## config.mk

```make
export PLATFORM = sky130hd
export DESIGN_NAME = vending_machine_multi
export DESIGN_NICKNAME = d
export VERILOG_FILES = /design/src/rtl/vending_pkg.sv /design/src/rtl/vm_change_gen.sv /design/src/rtl/vending_machine_multi.sv
export SDC_FILE = /design/constraint.sdc
export NUM_CORES = 1
export LEC_CHECK = 0
export CAP_MARGIN = 20
export CORE_ASPECT_RATIO = 0.75
export CORE_MARGIN = 2
export CORE_UTILIZATION = 35
export CTS_CLUSTER_DIAMETER = 100
export CTS_CLUSTER_SIZE = 16
export DETAILED_ROUTE_END_ITERATION = 6
export GPL_TIMING_DRIVEN = 0
export SYNTH_ARGS = -nofsm -noshare
export SYNTH_HDL_FRONTEND = slang
export SYNTH_SLANG_ARGS = --single-unit
```

## constraint.sdc

```tcl
create_clock -name i_clk -period 3.09 [get_ports i_clk]
set_input_delay 0.618 -clock i_clk [delete_from_list [all_inputs] [get_ports i_clk]]
set_output_delay 0.618 -clock i_clk [all_outputs]
set_load 0.005 [all_outputs]
```

## src/rtl/vending_pkg.sv

```systemverilog
// vending_pkg: shared FSM states, coin unit values and one-hot change codes
package vending_pkg;
    typedef enum logic [1:0] {IDLE, VEND, CHANGE} state_t;
    localparam int NICKEL = 1;
    localparam int DIME = 2;
    localparam int QUARTER = 5;
    localparam logic [2:0] CHG_NICKEL = 3'b001;
    localparam logic [2:0] CHG_DIME = 3'b010;
    localparam logic [2:0] CHG_QUARTER = 3'b100;
endpackage

```

## src/rtl/vm_change_gen.sv

```systemverilog
// vm_change_gen: greedy largest-coin-first selector for the remaining credit
module vm_change_gen import vending_pkg::*; #(
    parameter int CREDIT_W = 6
) (
    input  logic [CREDIT_W-1:0] credit,
    output logic [2:0]          coin,
    output logic [CREDIT_W-1:0] value
);
    always_comb begin
        coin = credit >= CREDIT_W'(QUARTER) ? CHG_QUARTER :
               credit >= CREDIT_W'(DIME)    ? CHG_DIME    :
               credit >= CREDIT_W'(NICKEL)  ? CHG_NICKEL  : 3'b000;
        value = credit >= CREDIT_W'(QUARTER) ? CREDIT_W'(QUARTER) :
                credit >= CREDIT_W'(DIME)    ? CREDIT_W'(DIME)    :
                credit >= CREDIT_W'(NICKEL)  ? CREDIT_W'(NICKEL)  : '0;
    end
endmodule

```

## src/rtl/vending_machine_multi.sv

```systemverilog
// vending_machine_multi: multi-product vending controller with handshake dispense and greedy change
module vending_machine_multi import vending_pkg::*; #(
    parameter int NUM_ITEMS = 4,
    parameter int CREDIT_W = 6,
    parameter int MAX_CREDIT = 40,
    parameter logic [NUM_ITEMS*CREDIT_W-1:0] PRICES = {6'd10, 6'd7, 6'd5, 6'd4}
) (
    input  logic                         i_clk,
    input  logic                         i_rst,
    input  logic                         i_nickle,
    input  logic                         i_dime,
    input  logic                         i_quarter,
    input  logic                         i_sel_valid,
    input  logic [$clog2(NUM_ITEMS)-1:0] i_sel,
    input  logic                         i_cancel,
    input  logic                         i_dispense_ready,
    output logic                         o_dispense_valid,
    output logic [$clog2(NUM_ITEMS)-1:0] o_dispense_item,
    output logic [2:0]                   o_change,
    output logic [CREDIT_W-1:0]          o_credit,
    output logic                         o_busy,
    output logic                         o_coin_reject,
    output logic                         o_insufficient
);
    state_t state, next_state;
    logic [CREDIT_W-1:0] credit, next_credit, price_sel, price_q, coin_val, chg_val, chg_val_q;
    logic [2:0] chg_coin;
    logic idle, any_coin, one_coin, fits, sel_in_range, cancel_acc, sel_acc, sel_bad, coin_acc;
    vm_change_gen #(.CREDIT_W(CREDIT_W)) u_change_gen (
        .credit(next_credit),
        .coin  (chg_coin),
        .value (chg_val)
    );
    always_comb begin
        sel_in_range = 1'b0;
        price_sel = '0;
        for (int i = 0; i < NUM_ITEMS; i++)
            if (int'(i_sel) == i) begin
                sel_in_range = 1'b1;
                price_sel = PRICES[i*CREDIT_W +: CREDIT_W];
            end
    end
    always_comb begin
        idle = state == IDLE;
        any_coin = i_nickle | i_dime | i_quarter;
        one_coin = $countones({i_quarter, i_dime, i_nickle}) == 1;
        coin_val = i_quarter ? CREDIT_W'(QUARTER) : i_dime ? CREDIT_W'(DIME) : CREDIT_W'(NICKEL);
        fits = ({1'b0, credit} + {1'b0, coin_val}) <= (CREDIT_W+1)'(MAX_CREDIT);
        cancel_acc = idle && i_cancel && credit != '0;
        sel_acc = idle && !i_cancel && i_sel_valid && sel_in_range && credit >= price_sel;
        sel_bad = idle && !i_cancel && i_sel_valid && !(sel_in_range && credit >= price_sel);
        coin_acc = idle && !cancel_acc && !sel_acc && one_coin && fits;
    end
    always_comb begin
        next_state = state;
        next_credit = credit;
        case (state)
            IDLE: begin
                next_state = cancel_acc ? CHANGE : sel_acc ? VEND : IDLE;
                next_credit = coin_acc ? credit + coin_val : credit;
            end
            VEND: if (i_dispense_ready) begin
                next_credit = credit - price_q;
                next_state = next_credit != '0 ? CHANGE : IDLE;
            end
            CHANGE: begin
                next_credit = credit - chg_val_q;
                next_state = next_credit != '0 ? CHANGE : IDLE;
            end
            default: next_state = IDLE;
        endcase
    end
    always_ff @(posedge i_clk or posedge i_rst) begin
        if (i_rst) begin
            state <= IDLE;
            credit <= '0;
            price_q <= '0;
            chg_val_q <= '0;
            o_dispense_item <= '0;
            o_change <= '0;
            o_coin_reject <= 1'b0;
            o_insufficient <= 1'b0;
        end else begin
            state <= next_state;
            credit <= next_credit;
            if (sel_acc) begin
                price_q <= price_sel;
                o_dispense_item <= i_sel;
            end
            o_change <= next_state == CHANGE ? chg_coin : '0;
            chg_val_q <= next_state == CHANGE ? chg_val : '0;
            o_coin_reject <= any_coin && !coin_acc;
            o_insufficient <= sel_bad;
        end
    end
    assign o_dispense_valid = state == VEND;
    assign o_busy = state != IDLE;
    assign o_credit = credit;
endmodule

```

==> results of run 1 <==
registers in the layout, summed over array words and instances (netlist names):
| signal | count |
|---|---|
| state | 2 |
| price_q | 4 |
| o_dispense_item | 2 |
| o_coin_reject | 1 |
| o_credit | 6 |
| chg_val_q | 2 |
| o_change | 2 |
| o_insufficient | 1 |
final cells by class:
cell class	count	area share
tap	75	0.0353
timing repair buffer	39	0.138
buffer	13	0.0278
clock buffer	4	0.0207
multi-input combinational	167	0.545
inverter	25	0.0429
sequential	20	0.190
worst paths after layout:
path                                     from                 end  slack [ns]  cells after the start
setup / recovery                    i_quarter         o_change[1]       -0.14                     16
hold / removal             o_dispense_item[0]  o_dispense_item[0]        0.48                      2
setup reg to reg                  o_credit[0]         o_change[1]       -0.10                     13
hold reg to reg            o_dispense_item[0]  o_dispense_item[0]        0.48                      2
max in group asynchronous               i_rst         o_credit[0]        1.78                      2
min in group asynchronous               i_rst  o_dispense_item[1]        0.78                      2
placed cells by master, fill, tap and decap left out, types with 3 or more instances in the layout:
master	count
nor2_1	8
clkbuf_8	4
nor2b_1	3
nor4b_1	3
a21oi_1	13
mux2i_1	4
nor4_1	3
o21ai_0	18
a21o_1	3
dfrtp_1	17
ha_1	15
and3_1	3
nand3b_1	3
fa_1	3
clkbuf_1	7
nand2_1	15
buf_6	4
xnor2_1	4
buf_4	17
inv_1	20
dfrtp_2	3
nor3_1	4
xor2_1	3
clkdlybuf4s50_1	19
repair_timing:
action / CTS / global route
setup buffers: 10 / 6
pin swaps: 20 / 12
resized for setup: 29 / 16
cloned: 0 / 0
hold buffers: 0 / 0
setup endpoints to repair: 11 / 7
stage by stage:
stage / util / worst slack, ns
2_1_floorplan: - / -0.146
3_3_place_gp: 0.435 / -1.14
3_5_place_dp: 0.435 / -1.16
4_1_cts: 0.474 / -0.188
5_1_grt: 0.496 / -0.288
6_report: 0.496 / -0.143
kinds of logic after synthesis:
kind of cell               after synthesis  share of synthesized area
muxes                                    6                     0.0314
DFF                                     20                      0.256
adders and majority gates               21                      0.150
AOI/OAI and AO/OA                       66                      0.239
and+or+nand+nor                         66                      0.202
xor gates and xnor gates                 8                     0.0358
buffers and inverters                   38                     0.0858
worst register-to-register path, cell delays in order (launching register included):
cell and delay (ns):
dfrtp_2 0.48, ha_4 0.19, fa_2 0.37, a21o_1 0.22
buf_4 0.14, a41oi_1 0.21, o21ai_1 0.12, a21oi_2 0.18
buf_4 0.14, nand4_1 0.15, mux2i_1 0.23, o221a_2 0.26
inv_1 0.10, a2111oi_4 0.31
per-layer routing:
metal | vias to the layer above | routed length [um]
met5 | - | 0
met4 | 0 | 65
met3 | 7 | 378
met2 | 54 | 2420
met1 | 866 | 2740
li1 | 902 | -
power groups by stage:
stage	Combinational [W]	Sequential, W	Clock, W
3_3_place_gp	0.00202	0.000492	0
6_report	0.00262	0.000495	0.000200
3_5_place_dp	0.00203	0.000489	0
4_1_cts	0.00232	0.000487	0.000205
2_1_floorplan	0.00149	0.000451	0
5_1_grt	0.00284	0.000510	0.000216
==> summary.md, run 1 <==
| Metric | Value |
|---|---|
| Run status | `finished with violations` |
| Failing checks | `setup timing` |
| YS warnings | `0` |
| Crit path arrival time | `between 3 and 4 ns` |
| Met2 usage | `0.296` |
| Dpl cell area | `approximately 2300 um^2` |
| Hold Vio Cnt, Final | `0` |
| Sw Ratio | `0.489` |
| Synth top area share | `0.256` |
| M1 GR Usage | `0.252` |
| Slew headroom | `0.497` |
| Kind of critical path | `in -> reg` |
| Share of post-route cells with drive strength above 1 | `0.261` |
| Comb power frac | `0.791` |
| Post-synth top area cell | `dfrtp_1` |
| Commonest cells post-synth | `23 x inv_1, 20 x dfrtp_1, 19 x o21ai_0` |
| WP data required | `roughly 3.3 ns` |
| Clock skew | `0.00378 ns` |
| Crit-path max FO | `3` |
| Vias in the first global route | `~1,700` |
| Syn Nets | `between 200 and 300` |
| Setup ws final | `-0.143 ns` |
| Yosys cell types | `62` |
| Vias per Instance | `5.33` |
| H-tree levels | `1` |
| Internal power | `0.00170 W` |
| Global-route wire length before repair | `around 8700 um` |
| Total power divided by cell area | `roughly 1200 nW/um^2` |
| Slowest stage delay, CP | `0.37 ns` |
| Wirelength per Cell | `about 16 um` |
| Power Total | `~0.0033 W` |
| Final Non-Filler Cells | `343` |
| CP startpoint kind | `primary input` |
| Fillers | `540` |
| Worst hold-check path type | `reg -> reg` |
| Diode count | `0` |
| I/O pins | `25` |
| Final setup violation count | `5` |
| Number of flops mapped to enable cells by yosys | `0` |
| Top FF cell, synth | `dfrtp_1` |
| Multi-input gate area | `~1400 um^2` |
| Port Buffers | `23` |
| Root Buffer | `clkbuf_8` |
| Max Cap Viol | `0` |
| Setup TNS | `-0.475 ns` |
| Sequential share of power | `0.149` |
| Area contributors post-synth | `dfrtp_1 26%, ha_1 11%, o21ai_0 4.9%` |
| Worst Setup End Kind | `flop` |
| Seq/Total Area, Yosys | `0.256` |
| Synthesized area per cell | `around 8.7 um^2` |
| Clock power share | `0.060` |
| Clk Latency, worst-skew pair | `around 0.26 ns` |
| Antenna Violating Nets Remaining | `0` |
| Clk sinks | `20` |
| Cells after Synth | `225` |
| Minimum hold slack | `0.484 ns` |
| Post-route design area | `2660 um^2` |
| Worst path slowest cell | `fa_2` |
| DIE HEIGHT | `68.7 um` |
| Starting density of the core | `0.365` |
| Placed instance count | `roughly 320` |
| Worst Tran Pin Value | `around 0.75 ns` |
| Total number of vias | `about 1,800` |
| Full die area | `a little over 6000 um^2` |
| Synth Register Bits | `20` |
| Crit path cell chain | `buf_12 -> inv_16 -> nand2_8 -> ha_4 -> fa_2 -> a21o_1 -> buf_4 -> a41oi_1 -> o21ai_1 -> a21oi_2 -> buf_4 -> nand4_1 -> mux2i_1 -> o221a_2 -> inv_1 -> a2111oi_4` |
| HPWL after DPL | `approximately 4000 um` |
| Gpl congestion | `0.901` |
| All-Layer GR Usage | `0.182` |
| Area delta synth->final | `35.9%` |
| Clk pin slew, worst setup/hold paths | `roughly 0.07 ns` |
| VDD IR-drop max | `a little over 0.8 mV` |
| Cell Rows | `23` |
| GR Util met3 | `0.0326` |
| Core Area | `~5400 um^2` |
| CP top delay family | `compound AO/OA/AOI/OAI gates` |
| Post-synthesis async set-or-reset flop share | `1.00` |
| Total CTS buffers | `3` |
| NumNets Final | `300` |
| Sum of buffers and inverters on the critical path | `5` |
| Width of the die | `roughly 90 um` |
| TritonRoute pass-1 iters | `4` |
| Max Buffers Root-to-Sink | `2` |
| RSZ-0062 raised after global routing | `yes` |
| Max Freq | `a little over 300 MHz` |
| Initial drt markers | `between 100 and 150` |
| Cell leakage power | `about 1.1 nW` |
| Fin crit share | `1.05` |
| Sw power | `between 0.0015 and 0.002 W` |
| Initial antenna violation count | `0` |
| CTS tree | `built` |
| # DRC | `0` |
| Crit path time final | `3.23 ns` |
| Total Routed Length | `approximately 5600 um` |
| Sequential Area | `504 um^2` |
| Final slew viol count | `0` |
| Pin count of the biggest net entering global routing | `21` |
| GRT busiest layer | `met2` |
| Most frequent cell after synthesis | `inv_1` |
| Mapped cell area | `a little under 2000 um^2` |
| Top cell by count, worst path | `buf_4` |
| Remaining Overflow, GRT | `0` |
(Power assumes the default switching activity.)
==> run 2: changes to the inputs <==
--- a/config.mk
+++ b/config.mk
@@ -10,7 +10,7 @@
 export CORE_MARGIN = 2
 export CORE_UTILIZATION = 35
 export CTS_CLUSTER_DIAMETER = 100
-export CTS_CLUSTER_SIZE = 16
+export CTS_CLUSTER_SIZE = 24
 export DETAILED_ROUTE_END_ITERATION = 6
 export GPL_TIMING_DRIVEN = 0
 export SYNTH_ARGS = -nofsm -noshare
==> results of run 2 <==
Same layout as run 1: the final DEF is identical, and so are final timing and power.
==> run 3: changes to the inputs <==
--- a/config.mk
+++ b/config.mk
@@ -13,6 +13,8 @@
 export CTS_CLUSTER_SIZE = 24
 export DETAILED_ROUTE_END_ITERATION = 6
 export GPL_TIMING_DRIVEN = 0
+export SLEW_MARGIN = 20
 export SYNTH_ARGS = -nofsm -noshare
 export SYNTH_HDL_FRONTEND = slang
+export SYNTH_HIERARCHICAL = 1
 export SYNTH_SLANG_ARGS = --single-unit
==> summary.md, run 3 <==
| Metric | Value |
|---|---|
| Run status | `finished with violations` |
| Failing checks | `setup timing` |
| CP Launch Point | `i_nickle` |
| Clk sinks | `25` |
| Post-synthesis async set-or-reset flop share | `1.00` |
| Seq/Total Area, Yosys | `0.291` |
| GR Util met3 | `0.0242` |
| FF-to-FF Start | `o_credit[0]` |
| Synth top area share | `0.291` |
| Crit path time final | `between 3 and 4 ns` |
| Max Buffers Root-to-Sink | `2` |
| Cells after Synth | `between 200 and 250` |
| Crit Reg-Reg Endpoint | `chg_val_q[1]` |
| Clk Latency, worst-skew pair | `roughly 0.27 ns` |
| I/O pins | `25` |
| GRT busiest layer | `met1` |
| Fin crit share | `1.11` |
| Port Buffers | `24` |
| Minimum hold slack | `around 0.49 ns` |
| Area contributors post-synth | `dfrtp_1 29%, ha_1 11%, nand2_1 4.2%` |
| Initial drt markers | `138` |
| H-tree levels | `1` |
| Mapped cell area | `~2100 um^2` |
| TritonRoute pass-1 iters | `4` |
| Remaining Overflow, GRT | `0` |
| Total CTS buffers | `3` |
| Area delta synth->final | `32.3%` |
| Reg2Reg Setup Slack | `-0.26 ns` |
| Total power divided by cell area | `around 1200 nW/um^2` |
| Cell leakage power | `1.14 nW` |
| M1 GR Usage | `0.272` |
| YS warnings | `6` |
| Full die area | `6780 um^2` |
| Multi-input gate area | `roughly 1600 um^2` |
| Total number of vias | `approximately 1,900` |
| Width of the die | `between 90 and 100 um` |
| Clock skew | `0.00676 ns` |
| Sequential Area | `roughly 630 um^2` |
| Worst Setup End Kind | `flop` |
| Most frequent cells in the layout | `23 x nand2_1, 23 x dfrtp_1, 19 x clkdlybuf4s50_1` |
| Mux contribution to synthesized area | `0.0192` |
| Worst Tran Pin Value | `between 0.5 and 0.6 ns` |
| Final slew viol count | `0` |
| VDD IR-drop max | `0.593 mV` |
| Share of post-route cells with drive strength above 1 | `0.218` |
| Commonest cells post-synth | `25 x dfrtp_1, 24 x nand2_1, 21 x inv_1` |
| Post-Synth Adder-Cell Area | `0.148` |
| Crit path to | `chg_val_q[1]` |
| Post-synth top area cell | `dfrtp_1` |
| Kind of critical path | `in -> reg` |
| Yosys cell types | `between 50 and 60` |
| Final setup violation count | `6` |
| Slew headroom | `0.603` |
| Antenna Violating Nets Remaining | `0` |
| Max Freq | `293 MHz` |
| # DRC | `0` |
| Hold Vio Cnt, Final | `0` |
| NumNets Final | `about 320` |
| Crit path arrival time | `about 3.6 ns` |
| All-Layer GR Usage | `0.172` |
| HPWL after DPL | `roughly 4000 um` |
| Pin count of the biggest net entering global routing | `26` |
| Post-synthesis xor/xnor area fraction | `0.0490` |
| Gpl congestion | `0.922` |
| Vias per Instance | `between 5 and 6` |
| Synth Register Bits | `25` |
| RSZ-0062 raised after global routing | `yes` |
| Main combinational cell family by area after synthesis | `compound AO/OA/AOI/OAI gates` |
| Wirelength per Cell | `15.2 um` |
| Cell Rows | `24` |
| Total Routed Length | `roughly 5500 um` |
| WP data required | `between 3 and 4 ns` |
| Most frequent cell after synthesis | `dfrtp_1` |
| Diode count | `0` |
| Fillers | `roughly 570` |
| Top FF cell, synth | `dfrtp_1` |
| Max Cap Viol | `0` |
| DIE HEIGHT | `between 70 and 80 um` |
| Number of flops mapped to enable cells by yosys | `0` |
| Worst-case reg-to-reg path depth | `13` |
| Synthesized area per cell | `8.76 um^2` |
| Global-route wire length before repair | `between 9000 and 10,000 um` |
| Vias in the first global route | `1,764` |
| Post-Synth Simple-Gate Area | `0.177` |
| Clk pin slew, worst setup/hold paths | `around 0.1 ns` |
| Starting density of the core | `0.367` |
| Met2 usage | `0.238` |
| Final Non-Filler Cells | `363` |
| Setup ws final | `-0.328 ns` |
| Worst hold-check path type | `reg -> reg` |
| Placed instance count | `roughly 350` |
| Crit-path max FO | `5` |
| Initial antenna violation count | `0` |
| CP startpoint kind | `primary input` |
| Pre-CTS setup slack | `-1.27 ns` |
| Root Buffer | `clkbuf_8` |
| Compound-gate portion of the synthesized area | `0.245` |
| CTS tree | `built` |
| Power Total | `about 0.0033 W` |
| Core Area | `5860 um^2` |
[run 3: cell count changes in the layout (fill, tap and decap cells not counted), sizes merged, moves of 5 or more]
cell	before	now
nor2	8	15
buf	24	19
xnor2	4	9
dfrtp	20	25
o21ai	21	14
a21boi	1	9
nand2	18	24
[run 3: layer usage]
layer	routed length, um	part of all wire	vias to the layer above
met1	2570	0.47	867
met2	2380	0.43	58
met3	479	0.087	8
met5	0	0	-
li1	-	-	948
met4	105	0.019	0
[run 3: timing repair]
action,4_1_cts,5_1_grt
pin swaps,14,5
setup buffers,5,3
gates cloned,1,0
hold buffers,0,0
gates resized for setup,46,12
endpoints found under the hold margin,0,0
setup endpoints to repair,12,7
[run 3: report_power, final]
group | total, W | internal [W] | switching, W
clock | 0.000203 | 0.0000916 | 0.000111
sequential | 0.000597 | 0.000448 | 0.000148
combinational | 0.00250 | 0.00119 | 0.00131
[run 3: stage by stage]
step,TNS (ns),instance area (um^2),utilization
finish,-1.31,2840,0.485
global route,-1.81,2840,0.485
CTS,-1.59,2760,0.472
detailed placement,-10.35,2510,0.429
global placement,-10.68,2510,0.429
floorplan,-1.35,2170,-
[run 3: worst min path at each step]
stage | startpoint | end | slack [ns] | depth (start not counted)
after floorplan | price_q[2] | price_q[2] | 0.45 | 2
after global placement | price_q[2] | price_q[2] | 0.47 | 2
after detailed placement | price_q[2] | price_q[2] | 0.47 | 2
after CTS | price_q[2] | price_q[2] | 0.50 | 2
after global routing | price_q[2] | price_q[2] | 0.52 | 2
final | o_dispense_item[0] | o_dispense_item[0] | 0.49 | 2
[run 3: layout make-up]
cell class | instances | share of cell area
multi-input cells | 189 | 0.553
clock inverters | 1 | 0.00264
clock buffers | 3 | 0.0145
plain buffers | 13 | 0.0242
well taps | 78 | 0.0343
flip-flops and latches | 25 | 0.221
inverters | 21 | 0.0313
repair buffers | 33 | 0.119
[run 3: logic make-up after synthesis]
kind of cell,after synthesis
AOI/OAI and AO/OA,74
xor gates and xnor gates,12
adders and majority gates,23
buffers and inverters,34
DFF,25
muxes,4
other,1
and+or+nand+nor,72
[run 3: critical path: stages]
cell      delay, ns
buf_8          0.09
inv_8          0.03
fa_1           0.46
or4b_1         0.47
a31o_2         0.24
a211oi_4       0.16
buf_6          0.15
o221ai_4       0.14
and2_1         0.19
o31a_1         0.27
or3_4          0.45
a21oi_4        0.13
buf_4          0.11
a21boi_2       0.12
